==> src/rtl/status_led_driver.sv <==
// Debounced, sticky pass/fail indicator for the calc self-check verdict.
// Blue blink while settling, green breathing PWM on pass, red latched blink on failure.
module status_led_driver #(
  parameter int PWM_BITS     = 8,
  parameter int STEP_DIV     = 46875,
  parameter int BLINK_DIV    = 6000000,
  parameter int PASS_CONFIRM = 1024,
  parameter int INIT_TIMEOUT = 24000000
) (
  input  logic       clk,
  input  logic       rst_n,
  input  logic       correct,
  input  logic       clear,
  output logic       led_red_n,
  output logic       led_grn_n,
  output logic       led_blu_n,
  output logic [1:0] state,
  output logic [7:0] fail_count
);

  localparam int CW = $clog2(PASS_CONFIRM + 1);
  localparam int TW = $clog2(INIT_TIMEOUT + 1);
  localparam int BW = $clog2(BLINK_DIV + 1);
  localparam int SW = $clog2(STEP_DIV + 1);

  localparam logic [CW-1:0]       CONFIRM_MAX = CW'(PASS_CONFIRM);
  localparam logic [TW-1:0]       TIMEOUT_MAX = TW'(INIT_TIMEOUT);
  localparam logic [BW-1:0]       BLINK_LAST  = BW'(BLINK_DIV - 1);
  localparam logic [SW-1:0]       STEP_LAST   = SW'(STEP_DIV - 1);
  localparam logic [PWM_BITS-1:0] BRIGHT_MAX  = {PWM_BITS{1'b1}};
  localparam logic [PWM_BITS-1:0] BRIGHT_ONE  = PWM_BITS'(1);

  typedef enum logic [1:0] {
    ST_INIT = 2'b00,
    ST_PASS = 2'b01,
    ST_FAIL = 2'b10
  } state_t;

  state_t st_q, st_d;
  logic   entry;

  logic sync_p0, corr_s;

  logic [CW-1:0]       confirm_cnt;
  logic [TW-1:0]       timeout_cnt;
  logic [BW-1:0]       blink_cnt;
  logic                blink_ph;
  logic [PWM_BITS-1:0] pwm_cnt;
  logic [PWM_BITS-1:0] bright;
  logic                dir_up;
  logic [SW-1:0]       step_cnt;

  assign state = st_q;

  // Stage p0/p1: two-flop synchronizer for the asynchronous verdict
  always_ff @(posedge clk or negedge rst_n) begin
    if (!rst_n) begin
      sync_p0 <= 1'b0;
      corr_s  <= 1'b0;
    end else begin
      sync_p0 <= correct;
      corr_s  <= sync_p0;
    end
  end

  always_comb begin
    st_d = st_q;
    case (st_q)
      ST_INIT: begin
        if (confirm_cnt >= CONFIRM_MAX)      st_d = ST_PASS;
        else if (timeout_cnt >= TIMEOUT_MAX) st_d = ST_FAIL;
      end
      ST_PASS: if (!corr_s) st_d = ST_FAIL;
      ST_FAIL: st_d = ST_FAIL;
      default: st_d = ST_INIT;
    endcase
    if (clear) st_d = ST_INIT;
    entry = clear || (st_d != st_q);
  end

  always_ff @(posedge clk or negedge rst_n) begin
    if (!rst_n) begin
      st_q       <= ST_INIT;
      fail_count <= 8'd0;
    end else begin
      st_q <= st_d;
      if (st_d == ST_FAIL && st_q != ST_FAIL && fail_count != 8'hFF)
        fail_count <= fail_count + 8'd1;
    end
  end

  // Settling counters only run in INIT; every other path into INIT is via clear
  always_ff @(posedge clk or negedge rst_n) begin
    if (!rst_n) begin
      confirm_cnt <= '0;
      timeout_cnt <= '0;
    end else if (clear || st_q != ST_INIT) begin
      confirm_cnt <= '0;
      timeout_cnt <= '0;
    end else begin
      if (!corr_s)                        confirm_cnt <= '0;
      else if (confirm_cnt < CONFIRM_MAX) confirm_cnt <= confirm_cnt + 1'b1;
      if (timeout_cnt < TIMEOUT_MAX)      timeout_cnt <= timeout_cnt + 1'b1;
    end
  end

  always_ff @(posedge clk or negedge rst_n) begin
    if (!rst_n) begin
      blink_cnt <= '0;
      blink_ph  <= 1'b1;
    end else if (entry) begin
      blink_cnt <= '0;
      blink_ph  <= 1'b1;
    end else if (blink_cnt == BLINK_LAST) begin
      blink_cnt <= '0;
      blink_ph  <= ~blink_ph;
    end else begin
      blink_cnt <= blink_cnt + 1'b1;
    end
  end

  // Triangle brightness: direction flips on reaching either end value
  always_ff @(posedge clk or negedge rst_n) begin
    if (!rst_n) begin
      pwm_cnt  <= '0;
      bright   <= '0;
      dir_up   <= 1'b1;
      step_cnt <= '0;
    end else begin
      pwm_cnt <= pwm_cnt + 1'b1;
      if (entry) begin
        bright   <= '0;
        dir_up   <= 1'b1;
        step_cnt <= '0;
      end else if (st_q == ST_PASS) begin
        if (step_cnt == STEP_LAST) begin
          step_cnt <= '0;
          if (dir_up) begin
            bright <= bright + 1'b1;
            if (bright == BRIGHT_MAX - BRIGHT_ONE) dir_up <= 1'b0;
          end else begin
            bright <= bright - 1'b1;
            if (bright == BRIGHT_ONE) dir_up <= 1'b1;
          end
        end else begin
          step_cnt <= step_cnt + 1'b1;
        end
      end
    end
  end

  // Output stage: LEDs registered one cycle behind state
  always_ff @(posedge clk or negedge rst_n) begin
    if (!rst_n) begin
      led_red_n <= 1'b1;
      led_grn_n <= 1'b1;
      led_blu_n <= 1'b1;
    end else begin
      led_red_n <= !(st_q == ST_FAIL && blink_ph);
      led_grn_n <= !(st_q == ST_PASS && (pwm_cnt < bright));
      led_blu_n <= !(st_q == ST_INIT && blink_ph);
    end
  end

endmodule

==> config.mk <==
export PLATFORM = sky130hd
export DESIGN_NAME = status_led_driver
export DESIGN_NICKNAME = d
export VERILOG_FILES = /design/src/rtl/status_led_driver.sv
export SDC_FILE = /design/constraint.sdc
export NUM_CORES = 1
export LEC_CHECK = 0
export BUFFER_PORTS_ARGS = -buffer_cell sky130_fd_sc_hd__clkbuf_2
export CORE_ASPECT_RATIO = 0.8
export CORE_UTILIZATION = 59
export DETAILED_ROUTE_END_ITERATION = 6
export PLACE_DENSITY = 0.74
export SLEW_MARGIN = 15
export SYNTH_ARGS = -nofsm -noshare
export SYNTH_HDL_FRONTEND = slang
export SYNTH_SLANG_ARGS = --single-unit
==> constraint.sdc <==
create_clock -name clk -period 2.8 [get_ports clk]
set_input_delay 0.56 -clock clk [delete_from_list [all_inputs] [get_ports clk]]
set_output_delay 0.56 -clock clk [all_outputs]
set_load 0.02 [all_outputs]
# ---- Yosys cells after proc, flatten, opt, wreduce, memory -nomap -nowiden
# Cells that the tools add are included.
dict set report totals {
  ff_bits 108
  out_inout_bits 13
  inputBits 4
  elab_cells 84
}
dict set report classes {
  n_addsub 8
  n_mux 27
  bitwise 1
  eq_ne 11
  magnitude_cmp 5
  reduce_logical 17
}
# operator count
set ops {}
lappend ops {{25-bit two-way mux} 2}
lappend ops {{16-bit two-way mux} 3}
lappend ops {{23-bit two-way mux} 2}
lappend ops {{11-bit two-way mux} 3}
lappend ops {{8-bit two-way mux} 4}
lappend ops {{25-bit by 1-bit adder with 25-bit output (second input constant)} 1}
lappend ops {{25-bit greater-or-equal comparator (second input constant)} 1}
lappend ops {{25-bit less-than comparator (second input constant)} 1}
lappend ops {{8-bit by 1-bit adder with 8-bit output (second input constant)} 3}
lappend ops {{23-bit by 1-bit adder with 23-bit output (second input constant)} 1}
lappend ops {{23-bit equality test (second input constant)} 1}
lappend ops {{16-bit by 1-bit adder with 16-bit output (second input constant)} 1}
lappend ops {{16-bit equality test (second input constant)} 1}
lappend ops {{11-bit by 1-bit adder with 11-bit output (second input constant)} 1}
lappend ops {{11-bit greater-or-equal comparator (second input constant)} 1}
lappend ops {{11-bit less-than comparator (second input constant)} 1}
lappend ops {{2-bit nonzero test} 5}
lappend ops {{8-bit by 1-bit equality test with 1-bit output (second input constant)} 1}
lappend ops {{8-bit equality test (second input constant)} 1}
lappend ops {{8-bit less-than comparator} 1}
lappend ops {{1-bit two-way mux} 8}
lappend ops {{2-bit two-way mux} 4}
lappend ops {{8-bit != test (second input constant)} 1}
lappend ops {{8-bit by 1-bit subtractor with 8-bit output (second input constant)} 1}
lappend ops {{other kinds (12)} 20}

# ---- Longest topological paths before layout
# Gate-level depths: netlist of the first run.
dict set report depth {
  depth_word 9
  depth_mapped 9
  mapped_depth_nobuf 8
}

# ---- Worst setup path after synthesis of the first run
# No wires, ideal clock.
dict set report synth_path {
  kind {register -> register}
  from {register timeout_cnt[20]}
  to {register bright[0]}
  stages_incl_launch_ff 8
  arrival_ns 2.005
  setup_time_ns 0.125
  t_required_ns 2.675
  setup_slack_ns 0.670
  path_buffers 1
  synth_period_minus_slack_ns 2.130
  cell_sequence {dfrtp_1 -> and4bb_2 -> nand4_4 -> o21ai_0 -> o221a_2 -> buf_2 -> nor2_1 -> mux2_2}
}
dict set report synth_via {
  elab_chain_cells 9
  word_cells_on_any_way 11
  classes_between {order compare (1); eq/ne (1); mux (5); reduce/logical (4)}
}
# item line_no
set synth_rtl {}
lappend synth_rtl {{start: declaration} 45} ;# logic [TW-1:0] timeout_cnt;
lappend synth_rtl {{start signal: assignment} 103} ;# if (timeout_cnt < TIMEOUT_MAX) timeout_cnt <= timeout_cnt + 1'b1;
lappend synth_rtl {{25-bit greater-or-equal comparator *} 71} ;# else if (timeout_cnt >= TIMEOUT_MAX) st_d = ST_FAIL;
lappend synth_rtl {{2-bit two-way mux *} 71}
lappend synth_rtl {{2-bit two-way mux *} 70} ;# if (confirm_cnt >= CONFIRM_MAX) st_d = ST_PASS;
lappend synth_rtl {{2-bit one-hot mux with 3 select lines *} 68} ;# case (st_q)
lappend synth_rtl {{2-bit two-way mux *} 77} ;# if (clear) st_d = ST_INIT;
lappend synth_rtl {{2-bit != test *} 78} ;# entry = clear || (st_d != st_q);
lappend synth_rtl {{1-bit logical OR *} 78}
lappend synth_rtl {{2-bit nonzero test (no source line)} n/a}
lappend synth_rtl {{2-bit AND reduction (no source line)} n/a}
lappend synth_rtl {{end signal: assignment} 139} ;# bright <= bright + 1'b1;
lappend synth_rtl {{end signal: assignment} 142} ;# bright <= bright - 1'b1;
lappend synth_rtl {{end: declaration} 49} ;# logic [PWM_BITS-1:0] bright;
# Mark *: on every way between the ends. The rest lies on a longest branch, timed or not.
# A chain may end at the register's enable or synchronous reset.

# ---- Worst setup path after layout of the first run
dict set report layout_path {
  from {register timeout_cnt[20]}
  to {register blink_cnt[5]}
}
dict set report layout_via {
  elab_chain_cells 8
}
# item line_no
set layout_rtl {}
lappend layout_rtl {{25-bit greater-or-equal comparator} 71}
lappend layout_rtl {{2-bit two-way mux} 71}
lappend layout_rtl {{2-bit two-way mux} 70}
lappend layout_rtl {{2-bit one-hot mux with 3 select lines} 68}
lappend layout_rtl {{2-bit two-way mux} 77}
lappend layout_rtl {{2-bit != test} 78}
lappend layout_rtl {{1-bit logical OR} 78}
lappend layout_rtl {{23-bit two-way mux} 111} ;# end else if (entry) begin
lappend layout_rtl {{end signal: assignment} 118} ;# blink_cnt <= blink_cnt + 1'b1;
lappend layout_rtl {{end: declaration} 46} ;# logic [BW-1:0] blink_cnt;
# Every way passes these cells.

==> flow_summary_export.csv, run 1 <==
group,metric,value,unit
final_layout,nets,615,
timing,rsz0062_at_grt,"no",
clocking,cts_setup_buffers,0,
drt,wirelength,10.6,mm
logic_synthesis,syn_avg_cell_area,9.79,um2
timing,slew_viol_final,0,
logic_synthesis,synth_xor_area_share,11.5,%
timing,finalHoldViolCount,0,
timing,tns,0,ns
placed_design,dpl.hpwl,7.30,mm
global_route,grt_pass1_vias,3913,
setup_path,arrival,2.52,ns
setup_path,worstPathRequired,3.01,ns
clocking,clock_latency,0.35,ns
power_and_ir_drop,p_int,2.26,mW
final_layout,final-seq-area,0.00271,mm2
drt,drt_first_iter_violations,219,
logic_synthesis,netlist_area,0.00565,mm2
timing,setup_ws,0.488,ns
drt,drc,0,
power_and_ir_drop,p_leak,2.65,nW
setup_path,r2r_setup_slack,0.49,ns
logic_synthesis,synth_ff_type,"dfrtp_1",
logic_synthesis,synth_top_area_cell,"dfrtp_1",
final_layout,drive_gt1_share,10.1,%
timing,worst_pin_slew,0.809,ns
power_and_ir_drop,combPwrFrac,5.1,%
setup_path,worstPathMaxFanout,15,
clocking,cts_tree,"built",
final_layout,n_antenna_cell,0,
global_route,grtUsageTotal,23.1,%
logic_synthesis,async_flop_share,100,%
logic_synthesis,yosys.area_share.simple,23.9,%
timing,setup_viol,0,
drt,wl_per_cell,14.9,um
timing,fmax,433,MHz
logic_synthesis,synth_edf_count,0,
setup_path,cp-start-kind,"register",
global_route,grt_overflow_total,0,
global_route,grt_pass1_wl,18.2,mm
die,placementRows,31,
setup_path,rr_endpoint,"blink_cnt[5]",
die,ios,17,
logic_synthesis,ys_types,57,
power_and_ir_drop,switchingPower,0.667,mW
drt,drtAntennaViolNets,0,
final_layout,layout_commonest_cell,"dfrtp_1",
logic_synthesis,synth_compound_area_share,7.57,%
power_and_ir_drop,p_per_area,479,mW/mm2
run,drv_cap,0,
power_and_ir_drop,p_sw_share,22.8,%
power_and_ir_drop,p_clk_share,39.9,%
die,core,0.00919,mm2
clocking,clk_pin_slew,0.07,ns
timing,post-route-period-util,82.6,%
clocking,clk_path_buf_depth,2,
die,die_h,89.5,um
clocking,cts_hold_buf,0,
final_layout,layout_common_cells,"103 x dfrtp_1, 84 x nor2_1, 44 x nand2_1",
logic_synthesis,syn-num-nets,601,
logic_synthesis,synthMuxAreaShare,1.31,%
setup_path,cp-end-kind,"register",
setup_path,r2r_cells,6,
clocking,clock-root-buffer,"clkbuf_16",
power_and_ir_drop,pwr-share-seq,54.9,%
logic_synthesis,synth_area_leaders,"dfrtp_1 46%, xnor2_1 5.7%, xor2_1 5.7%",
clocking,clock_sinks,108,
final_layout,syn_to_final_growth,8.04,%
setup_path,r2r-start,"timeout_cnt[20]",
timing,slew_headroom,45.9,%
logic_synthesis,netlist.area_leader.share,45.6,%
power_and_ir_drop,peakVddDrop,0.403,mV
run_status,status,"complete, no violations",
placed_design,preCtsSetupSlack,0.502,ns
drt,via_count,4071,
logic_synthesis,ys_ff_latch,108,
min_path,worstHoldPathType,"in2async",
final_layout,fillerInstances,747,
clocking,cts-resized-gates,0,
drt,vias_per_cell,5.73,
final_layout,multiInputGateArea,0.00275,mm2
logic_synthesis,synth_top_family_by_area,"simple AND/OR/NAND/NOR gates",
logic_synthesis,netlist_instances,577,
placed_design,gp_congestion,0.833,
global_route,grt_max_degree,50,
timing,skew,0.00655,ns
die,initial_core_util,61.5,%
clocking,numCtsBuffers,9,
placed_design,port_buffers,16,
logic_synthesis,yosys.area_share.adder,4.43,%
setup_path,crit_type,"reg2reg",
timing,fin_crit,2.31,ns
die,die_area,0.00997,mm2
logic_synthesis,yosys_warnings,0,
die,die_w,111,um
clocking,h-tree-depth,3,
drt,drt-pass1-iter-count,4,
logic_synthesis,yosysSeqAreaShare,48.0,%
global_route,antenna_found_initial,0,
==> kinds of logic (layout without fill, tap and decap cells) <==
kind of cell,after synthesis,in the layout
AO/OA/AOI/OAI,66,66
XOR/XNOR,74,74
adder cells (fa/ha/maj),20,20
buffers and inverters,43,62
flip-flops,108,108
multiplexers,7,7
AND/OR/NAND/NOR,259,259
==> how the worst max path moves through the flow <==
stage                          startpoint           end  cells past startpoint
after global placement    timeout_cnt[20]        dir_up                      5
after global routing      timeout_cnt[20]  blink_cnt[5]                      6
after CTS                 timeout_cnt[20]  blink_cnt[3]                      6
after floorplan           timeout_cnt[20]     bright[0]                      7
after detailed placement  timeout_cnt[20]  blink_cnt[7]                      6
final                     timeout_cnt[20]  blink_cnt[5]                      6
==> worst max-delay path, cell delays in order, from the launching register on <==
cell	delay (ns)
dfrtp_1	0.42
and4bb_2	0.35
nand4_4	0.14
o21ai_0	0.27
o221a_2	0.42
or2_1	0.46
nor2_1	0.11
==> power groups by stage <==
stage	sequential (mW)	clock [mW]	combinational, mW
finish	1.61	1.17	0.150
floorplan	1.63	0	0.0892
detailed placement	1.63	0	0.153
global placement	1.63	0	0.148
global route	1.61	1.26	0.173
CTS	1.60	1.20	0.154
==> metrics by stage <==
| stage | utilization (%) | hold slack [ns] | instances | instance area (um2) | power (mW) |
|---|---|---|---|---|---|
| final | 66.4 | 0.240 | 711 | 6100 | 2.92 |
| after global routing | 66.4 | 0.289 | 711 | 6100 | 3.04 |
| after CTS | 66.4 | 0.258 | 711 | 6100 | 2.96 |
| after detailed placement | 63.4 | 0.370 | 695 | 5830 | 1.79 |
| after global placement | 63.4 | 0.364 | 695 | 5830 | 1.78 |
| after floorplan | - | 0.264 | 577 | 5650 | 1.72 |
==> per-layer routing <==
layer | global-route usage (%) | part of all wire, %
met1 | 30.5 | 50
met2 | 38.3 | 46
met3 | 5.29 | 2.6
met4 | 7.62 | 1.5
met5 | 0 | 0
==> final cells by class <==
type,count,area share [%]
Inverter,24,1.48
Timing Repair Buffer,22,2.30
Clock inverter,4,0.410
Sequential cell,108,44.4
Tap cell,115,2.36
Clock buffer,12,4.04
Multi-Input combinational cell,426,45.0
==> registers in the layout, summed over array words and instances (netlist names) <==
register / cells
led_red_n: 1
corr_s: 1
fail_count: 8
blink_cnt: 23
led_blu_n: 1
confirm_cnt: 11
state: 2
pwm_cnt: 8
blink_ph: 1
dir_up: 1
timeout_cnt: 25
led_grn_n: 1
step_cnt: 16
sync_p0: 1
bright: 8
==> cells in the mapped netlist (all sizes together), types with 3 or more instances <==
| cell type | number |
|---|---|
| buf | 6 |
| nand3 | 29 |
| nand4 | 15 |
| and3 | 10 |
| o21ai | 20 |
| and4 | 9 |
| o31ai | 7 |
| and2 | 3 |
| xor2 | 37 |
| or2 | 3 |
| nor4 | 5 |
| a21oi | 16 |
| nand3b | 3 |
| dfstp | 5 |
| nor3b | 3 |
| mux2 | 3 |
| xnor2 | 37 |
| a31oi | 3 |
| clkbuf | 13 |
| inv | 24 |
| nor4b | 5 |
| nand2 | 44 |
| nor3 | 15 |
| or3 | 14 |
| dfrtp | 103 |
| ha | 20 |
| nor2 | 84 |
| nor2b | 3 |
| nand2b | 7 |
| mux2i | 4 |
No activity file was read; power rests on OpenSTA's default activity.
==> inputs of run 2 (changes only) <==
- ABC_AREA: not set -> 1
- clock period: 2.8 -> 2.17 ns (I/O delays scaled with it)
==> run 2 against run 1 <==
Against the previous run:
- register-to-register slack got worse by 0.27 ns
- cell count increased by 49%
- core utilization increased by 1.5 points
- die area increased by 15%
- global-route usage increased by 4.9 points
- sequential share of layout area decreased by 6.5 points
- critical path type unchanged
- critical endpoint is now fail_count[7]
- largest cell class unchanged
==> flow_summary_export.csv, run 2 <==
group,metric,value,unit
run_status,status,"complete, no violations",
logic_synthesis,post-synth-top-count-cell,"nand2_1",
logic_synthesis,netlist_area,0.00654,mm2
setup_path,r2r-start,"fail_count[0]",
global_route,grtUsageTotal,27.9,%
drt,vias_per_cell,5.56,
setup_path,r2r_setup_slack,0.22,ns
min_path,worstHoldPathType,"in2async",
global_route,grt_overflow_total,0,
setup_path,cp-start-kind,"register",
clocking,clk_pin_slew,0.07,ns
global_route,antenna_found_initial,0,
die,placementRows,33,
global_route,grt_pass1_vias,5560,
final_layout,largest_reg_flops,25,
drt,drtAntennaViolNets,0,
placed_design,port_buffers,16,
die,ios,17,
timing,tns,0,ns
power_and_ir_drop,peakVddDrop,0.418,mV
clocking,cts_hold_buf,0,
setup_path,rr_endpoint,"fail_count[7]",
clocking,clock_sinks,108,
timing,worst_pin_slew,0.652,ns
drt,wirelength,14.8,mm
logic_synthesis,yosys-top-cells-count,"247 x nand2_1, 121 x nor2_1, 103 x dfrtp_1",
timing,fmax,512,MHz
timing,post-route-period-util,90.0,%
clocking,clock_latency,0.35,ns
logic_synthesis,synth_top_area_cell,"dfrtp_1",
placed_design,preCtsSetupSlack,0.235,ns
die,die_area,0.0115,mm2
clocking,clock-root-buffer,"clkbuf_16",
final_layout,n_antenna_cell,0,
die,core,0.0105,mm2
power_and_ir_drop,combPwrFrac,15.1,%
power_and_ir_drop,switchingPower,1.34,mW
timing,setup_viol,0,
global_route,grt_max_degree,46,
logic_synthesis,synth_area_leaders,"dfrtp_1 39%, nand2_1 14%, nor2_1 6.9%",
power_and_ir_drop,p_clk_share,35.8,%
logic_synthesis,synth_ff_type,"dfrtp_1",
logic_synthesis,syn_avg_cell_area,7.35,um2
setup_path,crit_type,"reg2reg",
timing,fin_crit,1.95,ns
logic_synthesis,synth_edf_count,0,
clocking,numCtsBuffers,9,
final_layout,regMostFlops,"timeout_cnt",
logic_synthesis,ys_types,43,
power_and_ir_drop,p_sw_share,29.5,%
clocking,h-tree-depth,3,
global_route,grt_pass1_wl,25.7,mm
timing,setup_ws,0.217,ns
setup_path,r2r_cells,9,
timing,hold_ws,0.0286,ns
logic_synthesis,yosysSeqAreaShare,41.4,%
drt,drt-pass1-iter-count,5,
power_and_ir_drop,p_int,3.21,mW
drt,drc,0,
setup_path,worstPathRequired,2.41,ns
drt,drt_first_iter_violations,500,
logic_synthesis,yosys_warnings,0,
drt,via_count,5885,
drt,wl_per_cell,14.0,um
die,die_w,120,um
placed_design,gp_congestion,0.991,
final_layout,top_regs,"timeout_cnt x25, blink_cnt x23, step_cnt x16",
final_layout,syn_to_final_growth,9.28,%
clocking,cts_tree,"built",
logic_synthesis,netlist_instances,890,
power_and_ir_drop,p_leak,3.34,nW
final_layout,nets,938,
timing,skew,0.00707,ns
final_layout,drive_gt1_share,8.60,%
run,drv_cap,0,
logic_synthesis,syn-num-nets,914,
logic_synthesis,async_flop_share,100,%
setup_path,cp-end-kind,"register",
power_and_ir_drop,pwr-share-seq,49.1,%
final_layout,layout_common_cells,"247 x nand2_1, 121 x nor2_1, 103 x dfrtp_1",
die,initial_core_util,62.1,%
setup_path,arrival,2.20,ns
logic_synthesis,netlist.area_leader.share,39.4,%
die,die_h,96.2,um
power_and_ir_drop,p_per_area,638,mW/mm2
timing,finalHoldViolCount,0,
final_layout,layout_commonest_cell,"nand2_1",
clocking,clk_path_buf_depth,2,
logic_synthesis,ys_ff_latch,108,
timing,rsz0062_at_grt,"no",
clocking,cts_setup_buffers,0,
clocking,cts-resized-gates,0,
timing,slew_viol_final,0,
timing,slew_headroom,56.5,%
placed_design,dpl.hpwl,10.8,mm
setup_path,worstPathMaxFanout,9,
run 2: cell types whose count changed in the layout (fill, tap and decap cells not counted), moves of 15 or more:
cell     change
nand2_1    +203
nand4_1     +23
nand3_1     +32
nor2_1      +37
nor3_1      +15
xnor2_1     -26
inv_1       +70
run 2: final cells by class:
type | count | area, um2
fillers | 908 | 3380
multi-input cells | 660 | 3350
flip-flops and latches | 108 | 2710
inverters | 102 | 383
clock buffers | 11 | 253
repair buffers | 33 | 235
well taps | 140 | 175
clock inverters | 5 | 42.5
run 2: how the worst max path moves through the flow:
stage	startpoint	end	slack [ns]	cells after the start
floorplan	fail_count[0]	fail_count[3]	0.45	9
global placement	fail_count[0]	fail_count[6]	0.34	9
detailed placement	fail_count[0]	fail_count[7]	0.23	9
CTS	fail_count[0]	fail_count[7]	0.21	9
global route	timeout_cnt[9]	bright[2]	0.03	10
finish	fail_count[0]	fail_count[7]	0.22	9
run 2: critical path, stage by stage (launching register included):
cell and delay [ns]:
dfrtp_1 0.46, ha_1 0.27, nand3_1 0.14, nor2_1 0.05, nand2_1 0.08, o21ai_0 0.10, nor2_2 0.34, nand3_2 0.24
nand2_1 0.11, nand2_1 0.06
run 2: logic make-up (layout without fill, tap and decap cells):
logic type | after synthesis | in the layout | synth area share [%]
AND/OR/NAND/NOR | 524 | 524 | 35.0
XOR/XNOR | 50 | 50 | 6.70
adder cells (fa/ha/maj) | 20 | 20 | 3.83
buffers and inverters | 122 | 151 | 7.37
flip-flops | 108 | 108 | 41.4
AO/OA/AOI/OAI | 66 | 66 | 5.70
run 2: routing by layer:
metal	vias up	wire (um)	global-route usage, %
met4	0	191	7.50
li1	2904	-	-
met5	-	0	0
met2	201	6870	46.2
met3	20	781	5.33
met1	2760	6960	37.8
run 2: per-stage QoR:
step                util, %  total power, mW  instance area [um2]  std cells
floorplan                 -             2.76                 6540        890
global placement       65.1             2.91                 6850       1043
detailed placement     65.1             2.95                 6850       1043
CTS                    67.9             4.58                 7140       1059
global route           67.9             4.79                 7140       1059
finish                 67.9             4.55                 7140       1059
run 2: power groups by stage:
stage          Combinational (mW)  Sequential, mW  Clock, mW
2_1_floorplan               0.577            2.18          0
3_3_place_gp                0.650            2.26          0
3_5_place_dp                0.683            2.27          0
4_1_cts                     0.690            2.23       1.66
5_1_grt                     0.798            2.25       1.74
6_report                    0.689            2.24       1.63
==> inputs of run 3 (changes only) <==
- clock period: 2.17 -> 2.1 ns (I/O delays scaled with it)
==> run 3 against run 2 <==
Against the previous run:
- core utilization rose by 0.46 points
- sequential power grew 3%
- via count is 0.90% lower
- non-clock buffer count is 5 higher
- first-iteration DRC count down 14%
- combinational power up 2%
- worst setup slack got worse by 0.058 ns
- die area did not move
- clock power rose by 13%
- critical path type unchanged
- largest cell class unchanged
- largest power group unchanged
- highest routed layer unchanged
==> flow_summary_export.csv, run 3 (same netlist as run 2, synthesis figures left out) <==
group,metric,value,unit
run_status,status,"complete, no violations",
global_route,antenna_found_initial,0,
clocking,numCtsBuffers,9,
drt,wl_per_cell,14.2,um
timing,setup_ws,0.159,ns
global_route,grtUsageTotal,28.6,%
final_layout,layout_commonest_cell,"nand2_1",
setup_path,worstPathRequired,2.37,ns
placed_design,gp_congestion,0.946,
final_layout,top_regs,"timeout_cnt x25, blink_cnt x23, step_cnt x16",
timing,rsz0062_at_grt,"yes",
global_route,grt_overflow_total,0,
timing,tns,0,ns
setup_path,cp_num_buf_inv,0,
final_layout,instances_no_fill,1063,
final_layout,drive_gt1_share,8.99,%
power_and_ir_drop,p_clk_share,38.0,%
final_layout,largest_reg_flops,25,
timing,fin_crit,1.94,ns
die,die_area,0.0115,mm2
clocking,clock_latency,0.36,ns
clocking,clock_sinks,108,
final_layout,regMostFlops,"timeout_cnt",
final_layout,n_antenna_cell,0,
clocking,cts_setup_buffers,0,
timing,worst_pin_slew,0.632,ns
timing,setup_viol,0,
timing,hold_ws,0.0245,ns
global_route,use_met3,4.80,%
drt,drt_first_iter_violations,431,
global_route,grt_busiest_layer,"met2",
power_and_ir_drop,p_int,3.51,mW
drt,vias_per_cell,5.49,
clocking,clk_pin_slew,0.07,ns
drt,drtAntennaViolNets,0,
setup_path,cp_top_family,"simple AND/OR/NAND/NOR gates",
setup_path,arrival,2.22,ns
placed_design,preCtsSetupSlack,0.147,ns
placed_design,port_buffers,16,
placed_design,dpl.hpwl,11.2,mm
die,core,0.0105,mm2
global_route,grt_max_degree,39,
setup_path,worstPathMaxFanout,5,
timing,finalHoldViolCount,0,
final_layout,nets,943,
setup_path,cp-end-kind,"register",
die,ios,17,
drt,drc,0,
power_and_ir_drop,pwr-share-seq,47.5,%
min_path,worstHoldPathType,"in2async",
power_and_ir_drop,switchingPower,1.35,mW
drt,via_count,5832,
die,die_h,96.2,um
global_route,grt_use_met2,47.4,%
setup_path,crit_chain,"ha_1 > and3_1 > nand2_1 > nor3_2 > nand2_1 > nor2_1 > nand2_1 > a21oi_1",
clocking,clock-root-buffer,"clkbuf_16",
power_and_ir_drop,combPwrFrac,14.5,%
timing,post-route-period-util,92.5,%
drt,wirelength,15.1,mm
global_route,grt_pass1_vias,5654,
power_and_ir_drop,peakVddDrop,0.433,mV
final_layout,layout_common_cells,"247 x nand2_1, 120 x nor2_1, 103 x dfrtp_1",
placed_design,dp_cells,1048,
global_route,use_met1,38.4,%
setup_path,cpMaxStageDelayCell,"dfrtp_1",
run,drv_cap,0,
clocking,cts_tree,"built",
timing,fmax,515,MHz
final_layout,fillerInstances,892,
drt,drt-pass1-iter-count,5,
die,die_w,120,um
timing,slew_viol_final,0,
final_layout,syn_to_final_growth,10.0,%
clocking,h-tree-depth,3,
timing,skew,0.00538,ns
power_and_ir_drop,p_leak,3.37,nW
setup_path,cp_common_cell,"nand2_1",
power_and_ir_drop,p_per_area,675,mW/mm2
setup_path,critPathMaxStageDelay,0.43,ns
setup_path,r2r_setup_slack,0.16,ns
final_layout,fin_util,68.3,%
power_and_ir_drop,p_sw_share,27.7,%
global_route,grt_pass1_wl,26.2,mm
setup_path,crit_type,"reg2reg",
die,placementRows,33,
clocking,clk_path_buf_depth,2,
die,initial_core_util,62.1,%
setup_path,cp-start-kind,"register",
timing,slew_headroom,57.8,%
-- run 3: per-layer routing --
layer	wire [um]	part of all wire, %
met5	0	0
met4	269	1.8
met3	574	3.8
met2	6930	46
met1	7370	49
-- run 3: worst register-to-register path: cells and delay by family (launching register included) --
family	cells	cell delay [ns]
simple gates	6	1.07
flops	1	0.43
fa+ha+maj	1	0.22
compound gates	1	0.14
-- run 3: final timing paths --
check,start,to,depth (start not counted)
hold reg to reg,sync_p0,corr_s,0
hold / removal,rst_n,step_cnt[11],1
max in group asynchronous,rst_n,led_grn_n,2
setup / recovery,timeout_cnt[0],timeout_cnt[24],8
setup reg to reg,timeout_cnt[0],timeout_cnt[24],8
min in group clk,correct,sync_p0,1
-- run 3: final cells by class --
type                       instances  area, um2  share of cell area [%]
clock buffer                      11        243                    3.37
clock inverter                     4       73.8                    1.03
inverter                         102        383                    5.32
multi-input combinational        660       3350                    46.6
sequential                       108       2710                    37.7
tap                              140        175                    2.44
timing repair buffer              38        260                    3.62
-- run 3: metrics by stage --
| stage | cell area, um2 | power, mW |
|---|---|---|
| global placement | 6870 | 3.01 |
| global route | 7190 | 5.09 |
| floorplan | 6540 | 2.85 |
| CTS | 7190 | 4.88 |
| finish | 7190 | 4.85 |
| detailed placement | 6870 | 3.04 |
-- run 3: repair_timing --
item | in CTS | in global routing
setup endpoints to repair | 0 | 5
hold buffers | 0 | 0
gates resized for setup | 0 | 1
-- run 3: power by group through the flow --
stage / Combinational, mW / Clock (mW) / Sequential (mW)
after floorplan: 0.596 / 0 / 2.25
after global placement: 0.676 / 0 / 2.34
after detailed placement: 0.699 / 0 / 2.34
after CTS: 0.709 / 1.87 / 2.30
after global routing: 0.820 / 1.95 / 2.32
final: 0.705 / 1.84 / 2.31
